$ cat src/rtl/uart_rx.sv
// uart_rx: oversampled UART receiver, optional parity check enabled by defining PARITY_RX_EN
module uart_rx #(
  parameter int DATA_BITS  = 8,
  parameter int OVERSAMPLE = 16,
  parameter int PARITY_ODD = 0
) (
  input  logic                 clk_in,
  input  logic                 rst,
  input  logic                 baud_tick,
  input  logic                 rx,
  output logic [DATA_BITS-1:0] rx_data,
  output logic                 rx_valid,
  output logic                 frame_err,
  output logic                 parity_err,
  output logic                 busy
);
  localparam int CW = $clog2(OVERSAMPLE);
  localparam logic [CW-1:0] HALF = CW'(OVERSAMPLE / 2 - 1);
  localparam logic [CW-1:0] FULL = CW'(OVERSAMPLE - 1);
  localparam logic [3:0] LAST = 4'(DATA_BITS - 1);
  localparam logic [2:0] IDLE    = 3'd0;
  localparam logic [2:0] START   = 3'd1;
  localparam logic [2:0] DATA    = 3'd2;
  localparam logic [2:0] PARITY  = 3'd3;
  localparam logic [2:0] STOP    = 3'd4;
  localparam logic [2:0] RECOVER = 3'd5;
`ifdef PARITY_RX_EN
  localparam logic [2:0] AFTER_DATA = PARITY;
  logic par;
`else
  localparam logic [2:0] AFTER_DATA = STOP;
`endif
  if (DATA_BITS < 5 || DATA_BITS > 9 || OVERSAMPLE < 4 || OVERSAMPLE % 2 != 0 ||
      PARITY_ODD < 0 || PARITY_ODD > 1) begin : g_bad_param
    $error("uart_rx: illegal parameter value");
  end
  logic [2:0]           state;
  logic                 rx_m, rx_s;
  logic [CW-1:0]        cnt;
  logic [3:0]           idx;
  logic [DATA_BITS-1:0] sh;
  logic                 half, full;
  assign half = baud_tick && cnt == HALF;
  assign full = baud_tick && cnt == FULL;
  always_ff @(posedge clk_in or posedge rst) begin
    if (rst) begin
      rx_m       <= 1'b1;
      rx_s       <= 1'b1;
      state      <= IDLE;
      cnt        <= '0;
      idx        <= '0;
      sh         <= '0;
      rx_data    <= '0;
      rx_valid   <= 1'b0;
      frame_err  <= 1'b0;
      parity_err <= 1'b0;
      busy       <= 1'b0;
`ifdef PARITY_RX_EN
      par        <= 1'b0;
`endif
    end else begin
      rx_m       <= rx;
      rx_s       <= rx_m;
      rx_valid   <= 1'b0;
      frame_err  <= 1'b0;
      parity_err <= 1'b0;
      busy       <= state != IDLE;
      if (baud_tick && state != IDLE) cnt <= cnt + 1'b1;
      case (state)
        IDLE: if (baud_tick && !rx_s) begin
          state <= START;
          cnt   <= '0;
        end
        START: if (half) begin
          state <= rx_s ? IDLE : DATA;
          cnt   <= '0;
          idx   <= '0;
        end
        DATA: if (full) begin
          sh  <= {rx_s, sh[DATA_BITS-1:1]};
          idx <= idx + 1'b1;
          cnt <= '0;
          if (idx == LAST) state <= AFTER_DATA;
        end
`ifdef PARITY_RX_EN
        PARITY: if (full) begin
          par   <= rx_s;
          state <= STOP;
          cnt   <= '0;
        end
`endif
        STOP: if (full) begin
          rx_data    <= sh;
          rx_valid   <= 1'b1;
          frame_err  <= !rx_s;
`ifdef PARITY_RX_EN
          parity_err <= ((^sh) ^ 1'(PARITY_ODD)) != par;
`endif
          state      <= rx_s ? IDLE : RECOVER;
          cnt        <= '0;
        end
        RECOVER: if (baud_tick && rx_s) begin
          state <= IDLE;
          cnt   <= '0;
        end
        default: state <= IDLE;
      endcase
    end
  end
endmodule

$ cat config.mk
export PLATFORM = sky130hd
export DESIGN_NAME = uart_rx
export DESIGN_NICKNAME = d
export VERILOG_FILES = /design/src/rtl/uart_rx.sv
export SDC_FILE = /design/constraint.sdc
export NUM_CORES = 1
export LEC_CHECK = 0
export CORE_ASPECT_RATIO = 0.75
export CORE_MARGIN = 3
export CORE_UTILIZATION = 54
export DETAILED_ROUTE_END_ITERATION = 10
export GPL_TIMING_DRIVEN = 1
export HOLD_SLACK_MARGIN = 0.02
export PLACE_DENSITY_LB_ADDON = 0.15
export SYNTH_ARGS = -nofsm -noshare
export SYNTH_HDL_FRONTEND = slang
export SYNTH_SLANG_ARGS = --single-unit
$ cat constraint.sdc
create_clock -name clk_in -period 2.1 [get_ports clk_in]
set_input_delay 0.63 -clock clk_in [delete_from_list [all_inputs] [get_ports clk_in]]
set_output_delay 0.63 -clock clk_in [all_outputs]
set_load 0.05 [all_outputs]
# Word-level counts from Yosys, hierarchy flattened
# Index checks and enable logic that the tools add are counted.
[classes]
add_sub_neg = 2
muxes = 22
n_eq_ne = 13
reduce_logical = 14
[op_table]
columns = ["cell", "count"]
rows = [
  ["4-bit two-way mux", 7],
  ["3-bit two-way mux", 7],
  ["4-bit case mux with 4 select lines", 1],
  ["3-bit case mux with 5 select lines", 1],
  ["2-bit inequality test, second input constant", 6],
  ["4-bit by 1-bit adder with 4-bit output, second input constant", 2],
  ["4-bit by 3-bit equality test with 1-bit output, second input constant", 2],
  ["4-bit case mux with 2 select lines", 1],
  ["3-bit equality test, second input constant", 2],
  ["6-bit AND reduction", 1],
  ["1-bit logical AND", 5],
  ["4-bit equality test, second input constant", 1],
  ["1-bit two-way mux", 4],
  ["2-bit AND reduction", 2],
  ["3-bit by 1-bit equality test with 1-bit output, second input constant", 1],
  ["3-bit by 2-bit equality test with 1-bit output, second input constant", 1],
  ["3-bit zero test", 1],
  ["3-bit AND reduction", 1],
  ["3-bit nonzero test", 1],
  ["2-bit two-way mux", 1],
  ["2-bit nonzero test", 1],
  ["2-bit OR reduction", 1],
  ["1-bit zero test", 1],
]
[word_totals]
in_bits = 4
word_cells = 61
ff_bits = 32

# Depth between registers and ports, before layout
# Gate-level depths: netlist of run 1.
[depth]
ltp_word = 5
ltp_mapped = 6

# Worst setup path before layout of run 1
# OpenSTA, ideal clock, no wires.
[synth_path]
kind = "input-to-reg"
startpoint = "input baud_tick"
endpoint = "register state[1]"
t_arrival_ps = 1845
cell_stages = 4
t_required_ps = 1975
path_slack_ps = 130
path_buffers = 0
cell_sequence = "nand3_2 o311a_1 or4b_4 mux2_4"
[synth_via]
elab_chain_len = 3
word_cells_on_any_way = 10
[synth_lines]
columns = ["element", "line", "text"]
rows = [
  ["start, declared", "9", "input logic baud_tick,"],
  ["1-bit logical AND, on equally long branches", "--", ""],
  ["2-bit inequality test (no line)", "--", ""],
  ["6-bit AND reduction (no line) (*)", "--", ""],
  ["end signal, assigned", "75", "state <= rx_s ? IDLE : DATA;"],
  ["end signal, assigned", "99", "state <= rx_s ? IDLE : RECOVER;"],
  ["end, declared", "37", "logic [2:0] state;"],
]
# Every way passes the cells marked *; elsewhere a longest branch is shown, timed or not.
# A chain may end at the register's enable or synchronous reset.

# Worst setup path after layout of run 1
[layout_path]
startpoint = "register cnt[1]"
endpoint = "register state[1]"
[layout_via]
elab_chain_len = 4
word_cells_on_any_way = 8
[layout_lines]
columns = ["element", "line", "text"]
rows = [
  ["start, declared", "39", "logic [CW-1:0] cnt;"],
  ["start signal, assigned", "68", "if (baud_tick && state != IDLE) cnt <= cnt + 1'b1;"],
  ["4-bit equality test / 4-bit by 3-bit equality test with 1-bit output (equally long branches)", "44, 43", ""],
  ["1-bit logical AND, on equally long branches", "44, 43", ""],
  ["2-bit inequality test (no line)", "--", ""],
  ["6-bit AND reduction (no line) (*)", "--", ""],
]
# Marked as above.

==> results of run 1 <==
[what timing repair did]
item / 4_1_cts / 5_1_grt
endpoints found under the setup margin: 3 / 3
gates resized for setup: 3 / 1
pin swaps: 1 / 1
hold buffers: 0 / 0
setup buffers: 1 / 1
[cells by family (layout without fill, tap and decap cells)]
logic type	count (synthesis)	in the layout	share of synthesized area, %
and+or+nand+nor	38	38	14.8
DFF	32	32	55.6
AOI/OAI and AO/OA	19	19	8.31
muxes	18	18	14.3
buffers and inverters	9	40	2.94
adders and majority gates	3	3	2.60
xor gates and xnor gates	2	2	1.21
other	1	1	0.259
[routing by layer]
| metal | up-vias | share of wire [%] | GRT usage, % |
|---|---|---|---|
| met4 | 0 | 1.9 | 9.31 |
| met3 | 7 | 6.0 | 6.26 |
| li1 | 495 | - | - |
| met1 | 509 | 45 | 27.2 |
| met2 | 37 | 47 | 28.0 |
| met5 | - | 0 | 0 |
[state kept, by name (all words and copies together), names as in the netlist]
register,flops
rx_valid,1
rx_data,8
sh,8
rx_m,1
state,3
busy,1
rx_s,1
frame_err,1
cnt,4
idx,4
[power by group]
group          leakage [nW]  internal, mW  switching, mW
Sequential            0.433         0.671         0.0976
Combinational         0.404         0.291          0.272
Clock                0.0515         0.316          0.196
[synthesized netlist by cell type, types with 2 or more instances]
library cell,number
nor2b_1,2
a21oi_1,3
or3_1,3
nor3_1,2
ha_1,3
buf_2,4
nor2_1,4
nand2_1,11
mux2_2,17
dfstp_2,2
dfrtp_1,30
o21ai_0,10
inv_1,3
nor3b_1,2
nand3_1,6
[through the flow]
step	cell area (sq um)	utilization [%]	setup WS, ns	setup TNS [ns]
2_1_floorplan	1450	-	0.130	0
3_3_place_gp	1680	69.6	-0.411	-3.10
3_5_place_dp	1680	69.6	-0.488	-4.43
4_1_cts	1780	73.6	0.0460	0
5_1_grt	1790	74.1	0.0617	0
6_report	1790	74.1	0.113	0
[cell type report]
type / count / area, sq um
Sequential cell: 32 / 803
Timing Repair Buffer: 29 / 239
Tap cell: 34 / 42.5
Clock inverter: 1 / 30.0
Fill cell: 163 / 628
Inverter: 3 / 11.3
Clock buffer: 7 / 65.1
Multi-Input combinational cell: 81 / 602
[worst max-delay path, cell delays in order, from the launching register on]
cell	delay (ns)
dfrtp_1	0.39
ha_2	0.20
nand3_2	0.09
o311a_1	0.33
or4b_4	0.57
mux2_4	0.31
[worst max path at each step]
stage / slack [ns] / endpoint / startpoint
after global routing: 0.06 / state[1] / cnt[1]
after CTS: 0.05 / state[1] / cnt[1]
after detailed placement: -0.49 / state[1] / baud_tick
after floorplan: 0.13 / state[1] / baud_tick
after global placement: -0.41 / state[1] / baud_tick
final: 0.11 / state[1] / cnt[1]
==> out/results.txt, run 1 <==
reg2reg start: cnt[1]
Hold Path Depth: 0
largest net degree at the start of global routing: 33
Final period util: 94.6%
clk_skew: 0.0173 ns
GRT Total Usage: 19.7%
DRC Markers: 0
die width: 65.7 um
TritonCTS buffer count: 5
HPWL after DPL: 1920 um
Min-Delay Path Class: flop to flop
Starting DRT DRC Count: 92
Routed WL: 2700 um
core area: 2420 sq um
synthesized instance count: 122
crit end category: flop
Yosys top cell area share: 51.9%
Worst Reg-to-Reg Cells: 5
worst hold endpoint: rx_s
synth unique cells: 35
initial antenna violation count: 0
Worst Setup Start Kind: flop
TritonRoute pass-1 iters: 4
DP Cell Count: 177
Die Span Y: 50.8 um
Synth warnings: 0
Sinks on Clock Net: 32
top cells by area, synth: dfrtp_1 (52%), mux2_2 (13%), dfstp_2 (3.6%), o21ai_0 (3.5%), nand2_1 (2.9%)
Nets: 159
Crit Reg-Reg Endpoint: state[1]
most common cell after layout, fill and taps aside: dfrtp_1
vias in the first global route: 993
Post-synth EDFFs: 0
global-route wire length before repair: 4800 um
IO Pins: 16
H-tree Lvls: 2
ANT cells: 0
area grow syn2layout: 24.1%
Antenna Violating Nets Remaining: 0
syn avg cell area: 11.8 sq um
CP required: 2.31 ns
Pwr Density: 1030 nW/um^2
HP Start: rx_m
drt wl/cell: 14.4 um
Peak VDD IR: 0.488 mV
sequential share of the synthesized area: 55.6%
final RePlAce weighted congestion: 0.802
minimum hold slack: 0.359 ns
top_reg_cell synth: dfrtp_1
RSZ-0062 raised after global routing: no
post-synth top area cell: dfrtp_1
Design Power: 1.84 mW
worst skew pair latency: 0.33 ns
die area: 3340 sq um
CTS tree: built
outcome: finished, final reports clean
final hold violations: 0
synthesized area: 1450 sq um
vias per cell: 5.60
Max Fanout on Critical Path: 3
clk buf depth: 2
Crit Path Category: flop to flop
FP Rows: 15
via count: 1,048
Initial Util: 59.7%
most frequent cells in the layout: dfrtp_1 (30), buf_4 (23), mux2_2 (17)
Max-Cap Viols: 0
syn_nets: 129
P_leak: 0.888 nW
FF+latch count, synth: 32
GRT overflow: 0
Critical Path AT: 2.20 ns
layout cell share with drive strength beyond 1: 38.6%
IO Port Bufs: 14
clk slew on worst S/H paths: 0.09 ns
Slew Limit Fails: 0
Max Fclk: 0.503 GHz
Min Clock Period, post-route: 1.99 ns
flop2flop setup slack: 0.11 ns
Root Buffer: clkbuf_4
Post-synth ARST share: 100%
fin cells: 187
setup violators final: 0
Note: power is estimated with default switching activity, not from simulation.
==> run 2, diff against run 1 <==
--- a/config.mk
+++ b/config.mk
@@ -11,6 +11,7 @@
 export DETAILED_ROUTE_END_ITERATION = 10
 export GPL_TIMING_DRIVEN = 1
 export HOLD_SLACK_MARGIN = 0.02
+export MAX_ROUTING_LAYER = met4
 export PLACE_DENSITY_LB_ADDON = 0.15
 export SYNTH_ARGS = -nofsm -noshare
 export SYNTH_HDL_FRONTEND = slang
==> out/results.txt, run 2 (synthesized netlist as in run 1, its figures left out) <==
via count: 1,053 (was 1,048)
most common cell after layout, fill and taps aside: dfrtp_1 (unchanged)
TritonCTS buffer count: 5 (unchanged)
Final Cell Area: 1790 sq um (unchanged)
initial antenna violation count: 0 (unchanged)
Max Fclk: 0.505 GHz (was 0.503 GHz)
fillers: 163 (unchanged)
Die Span Y: 50.8 um (unchanged)
HPWL after DPL: 1920 um (unchanged)
GRT Total Usage: 20.3% (was 19.7%)
worst skew pair latency: 0.33 ns (about the same)
die width: 65.7 um (unchanged)
P_leak: 0.888 nW (unchanged)
Max Fanout on Critical Path: 3 (unchanged)
core area: 2420 sq um (unchanged)
drt wl/cell: 14.4 um (about the same)
FP Rows: 15 (unchanged)
RSZ-0062 raised after global routing: no (unchanged)
DP Cell Count: 177 (unchanged)
Slew Limit Fails: 0 (unchanged)
Min-Delay Path Class: flop to flop (unchanged)
final RePlAce weighted congestion: 0.814 (was 0.802)
power share of the combinational group: 30.6% (was 30.5%)
fin cells: 187 (unchanged)
sequential power share: 41.7% (about the same)
layout cell share with drive strength beyond 1: 38.6% (unchanged)
Starting DRT DRC Count: 92 (unchanged)
vias in the first global route: 992 (was 993)
Sinks on Clock Net: 32 (unchanged)
crit end category: flop (unchanged)
H-tree Lvls: 2 (unchanged)
Crit Path Category: flop to flop (unchanged)
IO Port Bufs: 14 (unchanged)
area grow syn2layout: 24.1% (unchanged)
IO Pins: 16 (unchanged)
setup violators final: 0 (unchanged)
sw frac: 30.7% (about the same)
GRT overflow: 0 (unchanged)
clk slew on worst S/H paths: 0.09 ns (about the same)
vias per cell: 5.63 (was 5.60)
Root Buffer: clkbuf_4 (unchanged)
Routed WL: 2690 um (was 2700 um)
Antenna Violating Nets Remaining: 0 (unchanged)
NetSw: 0.565 mW (was 0.566 mW)
CTS Hold Bufs: 0 (unchanged)
Worst Setup Start Kind: flop (unchanged)
Critical Path AT: 2.19 ns (was 2.20 ns)
Peak VDD IR: 0.488 mV (about the same)
Regs by FF count: rx_data (8), sh (8) (unchanged)
Max-Cap Viols: 0 (unchanged)
clk_skew: 0.0177 ns (was 0.0173 ns)
Initial Util: 59.7% (unchanged)
final hold violations: 0 (unchanged)
DP Area: 1680 sq um (unchanged)
Pwr Density: 1030 nW/um^2 (about the same)
Min Clock Period, post-route: 1.98 ns (was 1.99 ns)
outcome: finished, final reports clean (unchanged)
clk buf depth: 2 (unchanged)
most frequent cells in the layout: dfrtp_1 (30), buf_4 (23), mux2_2 (17) (unchanged)
ANT cells: 0 (unchanged)
Nets: 159 (unchanged)
CTS tree: built (unchanged)
DRC Markers: 0 (unchanged)
die area: 3340 sq um (unchanged)
Int Power: 1.28 mW (about the same)
global-route wire length before repair: 4800 um (about the same)
clock share of power: 27.8% (about the same)
Final period util: 94.3% (was 94.6%)
TritonRoute pass-1 iters: 4 (unchanged)
CP required: 2.31 ns (about the same)
largest net degree at the start of global routing: 33 (unchanged)
run 2: cell counts in the layout (fill, tap and decap cells not counted):
No cell type changed its count.
run 2: final cells by class:
| cell class | count | area [sq um] | area share [%] |
|---|---|---|---|
| well taps | 34 | 42.5 | 2.37 |
| clock inverters | 1 | 30.0 | 1.67 |
| flip-flops and latches | 32 | 803 | 44.8 |
| clock buffers | 7 | 65.1 | 3.63 |
| multi-input cells | 81 | 602 | 33.6 |
| repair buffers | 29 | 239 | 13.3 |
| inverters | 3 | 11.3 | 0.628 |
run 2: through the flow:
stage                     total power [mW]  utilization (%)  hold slack [ns]  setup TNS [ns]  setup slack, ns
after CTS                             1.84             73.6            0.362               0           0.0460
after global placement                1.28             69.6            0.346           -3.10           -0.411
after detailed placement              1.31             69.6            0.348           -4.43           -0.488
final                                 1.84             74.1            0.359               0            0.120
after global routing                  1.96             74.1            0.374               0           0.0617
after floorplan                       1.12                -            0.345               0            0.130
run 2: worst max-delay path, stage by stage (launching register included):
cell and delay, ns:
dfrtp_1 0.39, ha_2 0.20, nand3_2 0.09, o311a_1 0.33, or4b_4 0.56, mux2_4 0.31
run 2: what timing repair did:
action / in CTS / in global routing
resized for setup: 3 / 1
setup endpoints to repair: 3 / 3
pin swaps: 1 / 1
buffers inserted: 1 / 1
run 2: layer usage:
metal	track usage (%)	vias to the layer above	wire length, um
li1	-	497	-
met1	27.2	510	1230
met2	28.0	39	1260
met3	6.26	7	163
met4	9.31	0	41
met5	-	-	0
run 2: path summary, 6_finish.rpt:
path                             start        end  slack (ns)  cells after the start
worst max-delay path            cnt[1]   state[1]        0.12                      5
worst max register to register  cnt[1]   state[1]        0.12                      5
min in group asynchronous          rst  frame_err        0.67                      3
worst min-delay path              rx_m       rx_s        0.36                      0
worst min register to register    rx_m       rx_s        0.36                      0
max in group asynchronous          rst       rx_m        1.10                      3
run 2: power by group through the flow:
stage	registers, mW	logic (mW)	clock network [mW]
2_1_floorplan	0.747	0.375	0
3_3_place_gp	0.774	0.509	0
3_5_place_dp	0.780	0.526	0
4_1_cts	0.768	0.545	0.529
5_1_grt	0.779	0.617	0.569
6_report	0.768	0.563	0.512
==> run 3, diff against run 2 <==
--- a/config.mk
+++ b/config.mk
@@ -11,7 +11,6 @@
 export DETAILED_ROUTE_END_ITERATION = 10
 export GPL_TIMING_DRIVEN = 1
 export HOLD_SLACK_MARGIN = 0.02
-export MAX_ROUTING_LAYER = met4
 export PLACE_DENSITY_LB_ADDON = 0.15
 export SYNTH_ARGS = -nofsm -noshare
 export SYNTH_HDL_FRONTEND = slang
==> constraint.sdc (replaced) <==
create_clock -name clk_in -period 2.1 [get_ports clk_in]
set_input_delay 0.63 -clock clk_in [delete_from_list [all_inputs] [get_ports clk_in]]
set_output_delay 0.63 -clock clk_in [all_outputs]
set_load 0.005 [all_outputs]
==> out/results.txt, run 3 (synthesized netlist as in run 1, its figures left out) <==
vias in the first global route: 1,031 (was 992)
CTS tree: built (unchanged)
final RePlAce weighted congestion: 0.807 (was 0.814)
vias per cell: 5.45 (was 5.63)
global-route wire length before repair: 4770 um (was 4800 um)
Antenna Violating Nets Remaining: 0 (unchanged)
met1 Use GR: 26.1% (was 27.2%)
most frequent cells in the layout: dfrtp_1 (30), mux2_2 (17), buf_4 (14) (was dfrtp_1 (30), buf_4 (23), mux2_2 (17))
DRC Markers: 0 (unchanged)
Place WS: -0.462 ns (was -0.488 ns)
Top delay family on crit path: simple AND/OR/NAND/NOR gates (unchanged)
Peak VDD IR: 0.615 mV (was 0.488 mV)
area grow syn2layout: 24.1% (unchanged)
Worst Setup Start Kind: primary input (was flop)
minimum hold slack: 0.362 ns (was 0.359 ns)
GRT busiest layer: met2 (unchanged)
setup slack after layout: 0.0978 ns (was 0.120 ns)
Nets: 160 (was 159)
RSZ-0062 raised after global routing: no (unchanged)
via count: 1,025 (was 1,053)
Largest stage delay, worst path: 0.56 ns (about the same)
Min Clock Period, post-route: 2.00 ns (was 1.98 ns)
Crit Path Category: primary input to flop (was flop to flop)
clk_skew: 0.0144 ns (was 0.0177 ns)
HPWL after DPL: 2020 um (was 1920 um)
H-tree Lvls: 2 (unchanged)
layout cell share with drive strength beyond 1: 31.8% (was 38.6%)
initial antenna violation count: 0 (unchanged)
TritonRoute pass-1 iters: 4 (unchanged)
drt wl/cell: 14.9 um (was 14.4 um)
setup violators final: 0 (unchanged)
clk buf depth: 2 (unchanged)
die width: 65.7 um (unchanged)
Regs by FF count: rx_data (8), sh (8) (unchanged)
core area: 2420 sq um (unchanged)
Slew Limit Fails: 0 (unchanged)
CP required: 2.31 ns (about the same)
clk slew on worst S/H paths: 0.08 ns (was 0.09 ns)
HP Start: rx_m (unchanged)
IO Port Bufs: 14 (unchanged)
most common cell after layout, fill and taps aside: dfrtp_1 (unchanged)
crit path cell chain: dlygate4sd2_1 > nand3_2 > o311a_1 > or4b_4 > mux2_4 (was ha_2 > nand3_2 > o311a_1 > or4b_4 > mux2_4)
DP Cell Count: 177 (unchanged)
Critical Path AT: 2.21 ns (was 2.19 ns)
Pwr Density: 912 nW/um^2 (was 1030 nW/um^2)
Max Fanout on Critical Path: 3 (unchanged)
reg2reg start: cnt[0] (was cnt[1])
Max Fclk: 0.499 GHz (was 0.505 GHz)
largest net degree at the start of global routing: 33 (unchanged)
outcome: finished, final reports clean (unchanged)
worst skew pair latency: 0.33 ns (about the same)
fin cells: 188 (was 187)
final hold violations: 0 (unchanged)
Crit-path slowest cell: or4b_4 (unchanged)
ANT cells: 0 (unchanged)
M2 GR Usage: 29.5% (was 28.0%)
Global Route met3 Usage: 4.70% (was 6.26%)
Starting DRT DRC Count: 73 (was 92)
Slew Limit Headroom: 64.7%
Routed WL: 2790 um (was 2690 um)
P_leak: 0.852 nW (was 0.888 nW)
fillers: 176 (was 163)
CTS Hold Bufs: 0 (unchanged)
actual slew at the worst max-slew pin: 0.523 ns
IO Pins: 16 (unchanged)
Sinks on Clock Net: 32 (unchanged)
Root Buffer: clkbuf_4 (unchanged)
Min-Delay Path Class: flop to flop (unchanged)
Die Span Y: 50.8 um (unchanged)
crit end category: flop (unchanged)
Max-Cap Viols: 0 (unchanged)
GRT overflow: 0 (unchanged)
die area: 3340 sq um (unchanged)
Initial Util: 59.7% (unchanged)
TritonCTS buffer count: 5 (unchanged)
Worst Setup SP: baud_tick (was cnt[1])
CP bufs+invs: 1 (was 0)
FP Rows: 15 (unchanged)
GRT Total Usage: 19.7% (was 20.3%)
Final period util: 95.3% (was 94.3%)
## run 3: timing repair
item / in CTS / in global routing
gates resized for setup: 1 / 1
buffers inserted: 1 / 2
endpoints found under the setup margin: 1 / 3
pin swaps: 1 / 0
## run 3: area by class of cell
type                    instances  area (sq um)  area share (%)
flip-flops and latches         32           803            44.8
multi-input cells              81           602            33.6
repair buffers                 30           284            15.8
clock buffers                   7          45.0            2.51
well taps                      34          42.5            2.37
inverters                       3          11.3           0.628
clock inverters                 1          5.00           0.279
## run 3: routing by layer
metal  vias to the layer above  wire [um]
met3                        11        147
met5                         -          0
met4                         0         77
met2                        34       1320
li1                        491          -
met1                       489       1250
## run 3: metrics by stage
step           area [sq um]  setup TNS (ns)  util, %  power [mW]
6_report               1790               0     74.1        1.64
5_1_grt                1790               0     74.1        1.75
4_1_cts                1780               0     73.3        1.62
3_5_place_dp           1720           -4.22     71.0        1.28
3_3_place_gp           1720           -3.34     71.0        1.27
2_1_floorplan          1450               0        -        1.09
## run 3: path summary, 6_finish.rpt
check | to | slack, ns | depth (start not counted)
min in group asynchronous | sh[4] | 0.67 | 3
max | state[1] | 0.1 | 5
min | rx_s | 0.36 | 0
max in group asynchronous | rx_m | 1.10 | 3
min reg2reg | rx_s | 0.36 | 0
max reg2reg | state[1] | 0.11 | 5
## run 3: worst register-to-register path: stages, from the launching register on
cell and delay, ns:
dfrtp_1 0.36, ha_2 0.19, nand3_2 0.08, o311a_1 0.38
or4b_4 0.56, mux2_4 0.31
## run 3: power by group
| part | total [mW] | switching [mW] | internal [mW] |
|---|---|---|---|
| registers | 0.754 | 0.0824 | 0.671 |
| logic | 0.564 | 0.250 | 0.313 |
| clock network | 0.318 | 0.188 | 0.130 |
| total | 1.64 | 0.521 | 1.11 |
